==> src/rtl/seq_comparator.sv <==
// Digit-serial magnitude comparator: walks two WIDTH-bit operands MSB-first,
// DIGIT bits per clock, and reports a registered, one-hot G/E/L with a done pulse.
module seq_comparator #(
  parameter int WIDTH      = 8,
  parameter int DIGIT      = 2,
  parameter int EARLY_EXIT = 1
) (
  input  logic             clk,
  input  logic             rst_n,
  input  logic             start,
  input  logic [WIDTH-1:0] A,
  input  logic [WIDTH-1:0] B,
  input  logic             signed_mode,
  output logic             busy,
  output logic             done,
  output logic             G,
  output logic             E,
  output logic             L
);

  localparam int NUM_DIGITS = WIDTH / DIGIT;
  localparam int IDXW       = (NUM_DIGITS > 1) ? $clog2(NUM_DIGITS) : 1;

  typedef enum logic {IDLE, RUN} state_t;

  state_t            state_q;
  logic [WIDTH-1:0]  aOp_q, bOp_q;
  logic [IDXW-1:0]   idx_q;
  logic              haveVerdict_q;
  logic              verdictGt_q;

  logic [WIDTH-1:0]  aIn, bIn;
  logic [DIGIT-1:0]  digA, digB;
  logic              digitsDiffer, digitGt, lastDigit;

  // Flipping both sign bits maps two's-complement order onto unsigned order.
  always_comb begin
    aIn = A;
    bIn = B;
    aIn[WIDTH-1] = A[WIDTH-1] ^ signed_mode;
    bIn[WIDTH-1] = B[WIDTH-1] ^ signed_mode;
  end

  always_comb begin
    digA         = aOp_q[int'(idx_q) * DIGIT +: DIGIT];
    digB         = bOp_q[int'(idx_q) * DIGIT +: DIGIT];
    digitsDiffer = (digA != digB);
    digitGt      = (digA > digB);
    lastDigit    = (idx_q == '0);
  end

  always_ff @(posedge clk) begin
    if (!rst_n) begin
      state_q       <= IDLE;
      aOp_q         <= '0;
      bOp_q         <= '0;
      idx_q         <= '0;
      haveVerdict_q <= 1'b0;
      verdictGt_q   <= 1'b0;
      busy          <= 1'b0;
      done          <= 1'b0;
      G             <= 1'b0;
      E             <= 1'b0;
      L             <= 1'b0;
    end else begin
      done <= 1'b0;
      case (state_q)
        IDLE: begin
          if (start) begin
            aOp_q         <= aIn;
            bOp_q         <= bIn;
            idx_q         <= IDXW'(NUM_DIGITS - 1);
            haveVerdict_q <= 1'b0;
            verdictGt_q   <= 1'b0;
            G             <= 1'b0;
            E             <= 1'b0;
            L             <= 1'b0;
            busy          <= 1'b1;
            state_q       <= RUN;
          end
        end
        RUN: begin
          if ((EARLY_EXIT != 0) && digitsDiffer) begin
            G       <= digitGt;
            L       <= !digitGt;
            done    <= 1'b1;
            busy    <= 1'b0;
            state_q <= IDLE;
          end else if (lastDigit) begin
            // In constant-latency mode the earliest differing digit decides.
            if (haveVerdict_q) begin
              G <= verdictGt_q;
              L <= !verdictGt_q;
            end else if (digitsDiffer) begin
              G <= digitGt;
              L <= !digitGt;
            end else begin
              E <= 1'b1;
            end
            done    <= 1'b1;
            busy    <= 1'b0;
            state_q <= IDLE;
          end else begin
            if (digitsDiffer && !haveVerdict_q) begin
              haveVerdict_q <= 1'b1;
              verdictGt_q   <= digitGt;
            end
            idx_q <= idx_q - IDXW'(1);
          end
        end
        default: state_q <= IDLE;
      endcase
    end
  end

endmodule
==> config.mk <==
export PLATFORM = sky130hd
export DESIGN_NAME = seq_comparator
export DESIGN_NICKNAME = d
export VERILOG_FILES = /design/src/rtl/seq_comparator.sv
export SDC_FILE = /design/constraint.sdc
export NUM_CORES = 1
export LEC_CHECK = 0
export ABC_AREA = 1
export CORE_ASPECT_RATIO = 1.5
export CORE_MARGIN = 5
export CORE_UTILIZATION = 49
export CTS_CLUSTER_DIAMETER = 120
export DETAILED_ROUTE_END_ITERATION = 8
export PLACE_DENSITY = 0.81
export SYNTH_ARGS = -nofsm -noshare
export SYNTH_HDL_FRONTEND = slang
export SYNTH_SLANG_ARGS = --single-unit
==> constraint.sdc <==
create_clock -name clk -period 2.2 [get_ports clk]
set_input_delay 0.55 -clock clk [delete_from_list [all_inputs] [get_ports clk]]
set_output_delay 0.55 -clock clk [all_outputs]
set_load 0.03 [all_outputs]
==> results.toml, run 1 <==
[grt]
grt_overflow_total = 0
grt_start_max_net_pins = 22
antenna_found_initial = 0
number_of_global_route_vias_before_repair = 1010
grt_use_total = 0.1391
grt_first_pass_wirelength_mm = 3.988

[synthesis]
synth_fp_nets = 178
synth_area_mm2 = 0.001156
postSynthCellCount = 155
synth_seq_area_share = 0.4502
synthDistinctLibCells = 22
yosysWarningCount = 0
syn_area_per_cell_um2 = 7.459
ys_seq_elements = 26

[routing]
viasPerCell = 5.264
drtAntennaViolNets = 0
dr.pass1.iters = 6
avgRoutedWirePerCell_um = 11.34
routed_wl_mm = 2.279
routed-via-count = 1058
detail_route.drc_violations = 0
drt_iter0_markers = 29

[sta]
finalSetupViolations = 0
slew_viol_final = 0
worstMarginPinSlew_ns = 0.3067
hold_viol = 0
maxClockFrequency_ghz = 0.5186
finalCritPeriodShare = 0.8764
max-slew-margin-rel = 0.7949
final.setup_skew_ns = 0.006606
setup_repair_after_global_routing_missed_its_margin = "no"
min_period_ns = 1.928
total_negative_slack_ns = 0

[power_and_ir_drop]
p_leak_nw = 0.5958
max-vdd-ir-drop_mv = 0.4578
design_power_total_mw = 1.149
power_per_unit_of_standard_cell_area_mw_per_mm2 = 808.1

[clock_network]
clock_path_buffers = 2
clk_pin_slew_worst_paths_ns = 0.13
post_cts_repair_setup_buffers = 0
cts_sinks = 26
number_of_levels_the_h_tree_was_split_into = 1
clk-insertion-delay-late_ns = 0.32
cts_inserted_buffers = 3
tritoncts = "yes"
root_buffer = "sky130_fd_sc_hd__clkbuf_4"

[critical_path]
worstPathArrival_ns = 2.17
reg2regPathDepth = 8
worst_setup_path_startpoint = "idx_q[0]"
cp_max_fo = 12
reg2reg_from = "idx_q[0]"
required_ns = 2.44
worst_setup_path_end_kind = "flip-flop"
worst-setup-path-type = "flip-flop to flip-flop"
cp-start-kind = "flip-flop"

[die]
ios = 25
core_area_mm2 = 0.002260
die_area_mm2 = 0.003451
die_height_um = 69.49
starting_density = 0.5116
die_w_um = 49.66
placement_rows = 21

[cells_and_area]
biggestRegsByFlops = "aOp_q x8, bOp_q x8, idx_q x2"
n_antenna_cell = 0
most-common-layout-cells = "sky130_fd_sc_hd__nor2_1, sky130_fd_sc_hd__dfxtp_1, sky130_fd_sc_hd__o21ai_0, sky130_fd_sc_hd__clkdlybuf4s50_1, sky130_fd_sc_hd__nand2_1"
finish.net_count = 202
drive_gt1_frac = 0.06180
most_common_cell_after_layout_fill_and_taps_aside = "sky130_fd_sc_hd__nor2_1"
area_growth_syn_to_layout_pct = 22.94

[hold_path]
holdCritPathClass = "flip-flop to flip-flop"
min-delay-start = "verdictGt_q"
worstHoldPathCells = 2

[status]
outcome = "finished, final reports clean"

[flow_run]
drv.max_cap_violation_count = 0

[place]
detailed_place_hpwl_mm = 1.773
port_buffers = 24
finalWeightedCongestion = 0.9058
-- where the power goes --
part,internal (mW),leakage [nW],total [mW],switching (mW)
combinational,0.150,0.360,0.359,0.209
sequential,0.521,0.215,0.555,0.0341
clock,0.101,0.0210,0.235,0.133
-- cells by family (layout without fill, tap and decap cells) --
group                      count (synthesis)  in the layout  synth area share
and+or+nand+nor                           60             60            0.2067
AOI/OAI and AO/OA                         43             43            0.2024
DFF                                       26             26            0.4502
buffers and inverters                     21             44           0.09308
adders and majority gates                  3              3           0.03247
xor gates and xnor gates                   2              2           0.01515
-- what timing repair did --
action / CTS / global route
resized for setup: 0 / 1
hold endpoints to repair: 0 / 0
hold buffers: 0 / 0
endpoints found under the setup margin: 0 / 4
-- synthesized netlist by cell type --
cell,count,area share
sky130_fd_sc_hd__nor2_1,41,0.13
sky130_fd_sc_hd__dfxtp_1,26,0.45
sky130_fd_sc_hd__o21ai_0,25,0.11
sky130_fd_sc_hd__nand2_1,14,0.045
sky130_fd_sc_hd__inv_1,13,0.042
sky130_fd_sc_hd__a21oi_1,11,0.048
sky130_fd_sc_hd__buf_6,3,0.029
sky130_fd_sc_hd__ha_1,3,0.032
sky130_fd_sc_hd__nand3_1,3,0.013
sky130_fd_sc_hd__buf_1,2,0.0065
sky130_fd_sc_hd__o22ai_1,2,0.011
sky130_fd_sc_hd__xnor2_1,2,0.015
sky130_fd_sc_hd__a32o_1,1,0.0087
sky130_fd_sc_hd__buf_4,1,0.0065
sky130_fd_sc_hd__inv_2,1,0.0032
sky130_fd_sc_hd__inv_4,1,0.0054
sky130_fd_sc_hd__nand2_2,1,0.0054
sky130_fd_sc_hd__nand2_4,1,0.0097
sky130_fd_sc_hd__o211a_1,1,0.0087
sky130_fd_sc_hd__o211ai_1,1,0.0065
sky130_fd_sc_hd__o21ai_1,1,0.0043
sky130_fd_sc_hd__o21ai_2,1,0.0076
-- stage by stage --
stage	instances	setup slack, ns	hold WS, ns	utilization	area [µm²]
5_1_grt	201	0.05585	0.4917	0.6290	1421
3_3_place_gp	197	0.3707	0.4345	0.6124	1384
6_report	201	0.2719	0.4620	0.6290	1421
4_1_cts	201	0.2025	0.4662	0.6285	1420
3_5_place_dp	197	0.2350	0.4469	0.6124	1384
2_1_floorplan	155	0.4813	0.4142	-	1156
-- final timing paths --
| check | endpoint | slack (ns) |
|---|---|---|
| worst max-delay path | idx_q[0] | 0.27 |
| worst min-delay path | verdictGt_q | 0.46 |
| worst max register to register | idx_q[0] | 0.27 |
| worst min register to register | verdictGt_q | 0.46 |
-- area by class of cell --
cell class | instances | area (µm²)
fill | 215 | 838.3
multi-input combinational | 108 | 528.0
sequential | 26 | 521.8
timing repair buffer | 25 | 247.7
inverter | 15 | 58.81
clock buffer | 4 | 36.28
tap | 23 | 28.78
-- worst max-delay path, stage by stage (launching register included) --
cell	delay, ns
sky130_fd_sc_hd__dfxtp_2	0.42
sky130_fd_sc_hd__inv_1	0.17
sky130_fd_sc_hd__o21ai_0	0.24
sky130_fd_sc_hd__a21oi_1	0.10
sky130_fd_sc_hd__ha_1	0.35
sky130_fd_sc_hd__nand2_1	0.12
sky130_fd_sc_hd__o21ai_2	0.17
sky130_fd_sc_hd__nand2_1	0.11
sky130_fd_sc_hd__a21oi_1	0.18
-- layer usage --
layer / wire length (µm) / up-vias / GRT usage
met3: 147 / 8 / 0.02581
met5: 0 / - / 0
li1: - / 552 / -
met2: 1201 / 36 / 0.2592
met4: 48 / 0 / 0.06414
met1: 881 / 462 / 0.1417
Note: power is estimated with default switching activity, not from simulation.
==> inputs of run 2 (changes only) <==
Settings changed: SKIP_CTS_REPAIR_TIMING from default to 1.
==> results of run 2 <==
Final layout, timing and power as in run 1 (identical DEF).
==> inputs of run 3 (changes only) <==
Settings changed: CORE_MARGIN 5 to 3.
==> results.toml, run 3 (synthesis gave the netlist of run 1 again) <==
[critical_path]
slowest_stage = "sky130_fd_sc_hd__dfxtp_2"
worst_setup_path_startpoint = "idx_q[0]"
cpMostUsedCell = "sky130_fd_sc_hd__a21oi_1"
reg2regPathDepth = 10
required_ns = 2.46
cpPeakStageDelay_ns = 0.42
worstPathArrival_ns = 2.19
critical_path.cell_chain = "inv_1 -> o21ai_0 -> nor2_1 -> a21oi_1 -> ha_1 -> nand2_1 -> nand3_1 -> a21oi_1 -> nand2_1 -> a21oi_1"
cp_max_fo = 12
crit-reg2reg-capture = "L"
reg2reg_from = "idx_q[0]"
worst_setup_path_end_kind = "flip-flop"
timing.reg2reg.setup_slack_ns = 0.27
cp-start-kind = "flip-flop"
critPathCapture = "L"
worst-setup-path-type = "flip-flop to flip-flop"

[die]
ios = 25
placement_rows = 20
die_w_um = 45.66
starting_density = 0.5435
core_area_mm2 = 0.002127
die_height_um = 65.49
die_area_mm2 = 0.002990

[sta]
finalCritPeriodShare = 0.8782
total_negative_slack_ns = 0
final.setup_skew_ns = 0.001193
finalSetupViolations = 0
worstMarginPinSlew_ns = 0.3051
min_period_ns = 1.932
max-slew-margin-rel = 0.7959
maxClockFrequency_ghz = 0.5176
minimum_setup_slack_in_the_final_design_ns = 0.2679
slew_viol_final = 0
hold_viol = 0
setup_repair_after_global_routing_missed_its_margin = "no"

[cells_and_area]
most-common-layout-cells = "sky130_fd_sc_hd__nor2_1, sky130_fd_sc_hd__dfxtp_1, sky130_fd_sc_hd__o21ai_0, sky130_fd_sc_hd__clkdlybuf4s50_1, sky130_fd_sc_hd__nand2_1"
n_antenna_cell = 0
drive_gt1_frac = 0.06180
area_growth_syn_to_layout_pct = 22.84
finish.net_count = 202
biggestRegsByFlops = "aOp_q x8, bOp_q x8, idx_q x2"
most_common_cell_after_layout_fill_and_taps_aside = "sky130_fd_sc_hd__nor2_1"
fillers = 190

[status]
outcome = "finished, final reports clean"

[place]
finalWeightedCongestion = 0.8942
detailed_place_hpwl_mm = 1.834
port_buffers = 24
pre_cts_slack_ns = 0.1979

[grt]
number_of_global_route_vias_before_repair = 1034
grt_overflow_total = 0
grt_first_pass_wirelength_mm = 4.077
antenna_found_initial = 0
grt_use_total = 0.1822
grt_start_max_net_pins = 22

[routing]
drt-met1-wl_um = 962
dr.pass1.iters = 4
route.met2.wl_mm = 1.211
detail_route.drc_violations = 0
drt_iter0_markers = 39
drtAntennaViolNets = 0
avgRoutedWirePerCell_um = 11.67
detailroute.wirelength.met3_um = 106
routed-via-count = 1054
topRoutingLayerUsed = "met4"
routed_wl_mm = 2.334
viasPerCell = 5.270

[clock_network]
clk_pin_slew_worst_paths_ns = 0.13
clock_path_buffers = 2
root_buffer = "sky130_fd_sc_hd__clkbuf_4"
cts_sinks = 26
tritoncts = "yes"
number_of_levels_the_h_tree_was_split_into = 1
cts_inserted_buffers = 3
clk-insertion-delay-late_ns = 0.31

[flow_run]
drv.max_cap_violation_count = 0

[power_and_ir_drop]
design_power_total_mw = 1.147
p_leak_nw = 0.5958
power_per_unit_of_standard_cell_area_mw_per_mm2 = 807.4
max-vdd-ir-drop_mv = 0.4845

[hold_path]
holdCritPathClass = "flip-flop to flip-flop"
run 3: cell counts in the layout (fill, tap and decap cells not counted):
No cell type changed its count.
run 3: layout make-up:
cell class | instances | area (µm²) | share of cell area
sequential | 26 | 521.8 | 0.3674
clock buffer | 4 | 36.28 | 0.02555
tap | 22 | 27.53 | 0.01938
timing repair buffer | 25 | 247.7 | 0.1744
multi-input combinational | 108 | 528.0 | 0.3718
inverter | 15 | 58.81 | 0.04141
run 3: how the worst min path moves through the flow:
stage | start | end | slack, ns | cells past startpoint
4_1_cts | E | E | 0.46 | 2
2_1_floorplan | verdictGt_q | verdictGt_q | 0.41 | 2
3_3_place_gp | E | E | 0.44 | 2
6_report | E | E | 0.45 | 2
5_1_grt | E | E | 0.47 | 2
3_5_place_dp | E | E | 0.44 | 2
run 3: worst max-delay path, delay by kind of cell (launching register included):
family	cells	cell delay, ns
AND/OR/NAND/NOR	4	0.39
flip-flops	1	0.42
AO/OA/AOI/OAI	4	0.60
buffers and inverters	1	0.17
adder cells (fa/ha/maj)	1	0.29
run 3: report_power, final:
part	internal, mW	leakage, nW	switching [mW]	total (mW)
clock network	0.101	0.0210	0.132	0.233
logic	0.150	0.360	0.207	0.357
registers	0.521	0.215	0.0351	0.556
total	0.772	0.596	0.374	1.15
run 3: metrics by stage:
step,std cells,hold slack [ns],cell area (µm²),utilization
finish,200,0.4543,1420,0.6676
global route,200,0.4669,1420,0.6676
CTS,200,0.4589,1419,0.6671
detailed placement,196,0.4397,1383,0.6500
global placement,196,0.4358,1383,0.6500
floorplan,155,0.4142,1156,-
run 3: per-layer routing:
layer  GRT usage  vias up
met5           0        -
met4      0.1245        0
met3     0.04384        9
met2      0.3059       37
met1      0.1884      457
li1            -      551
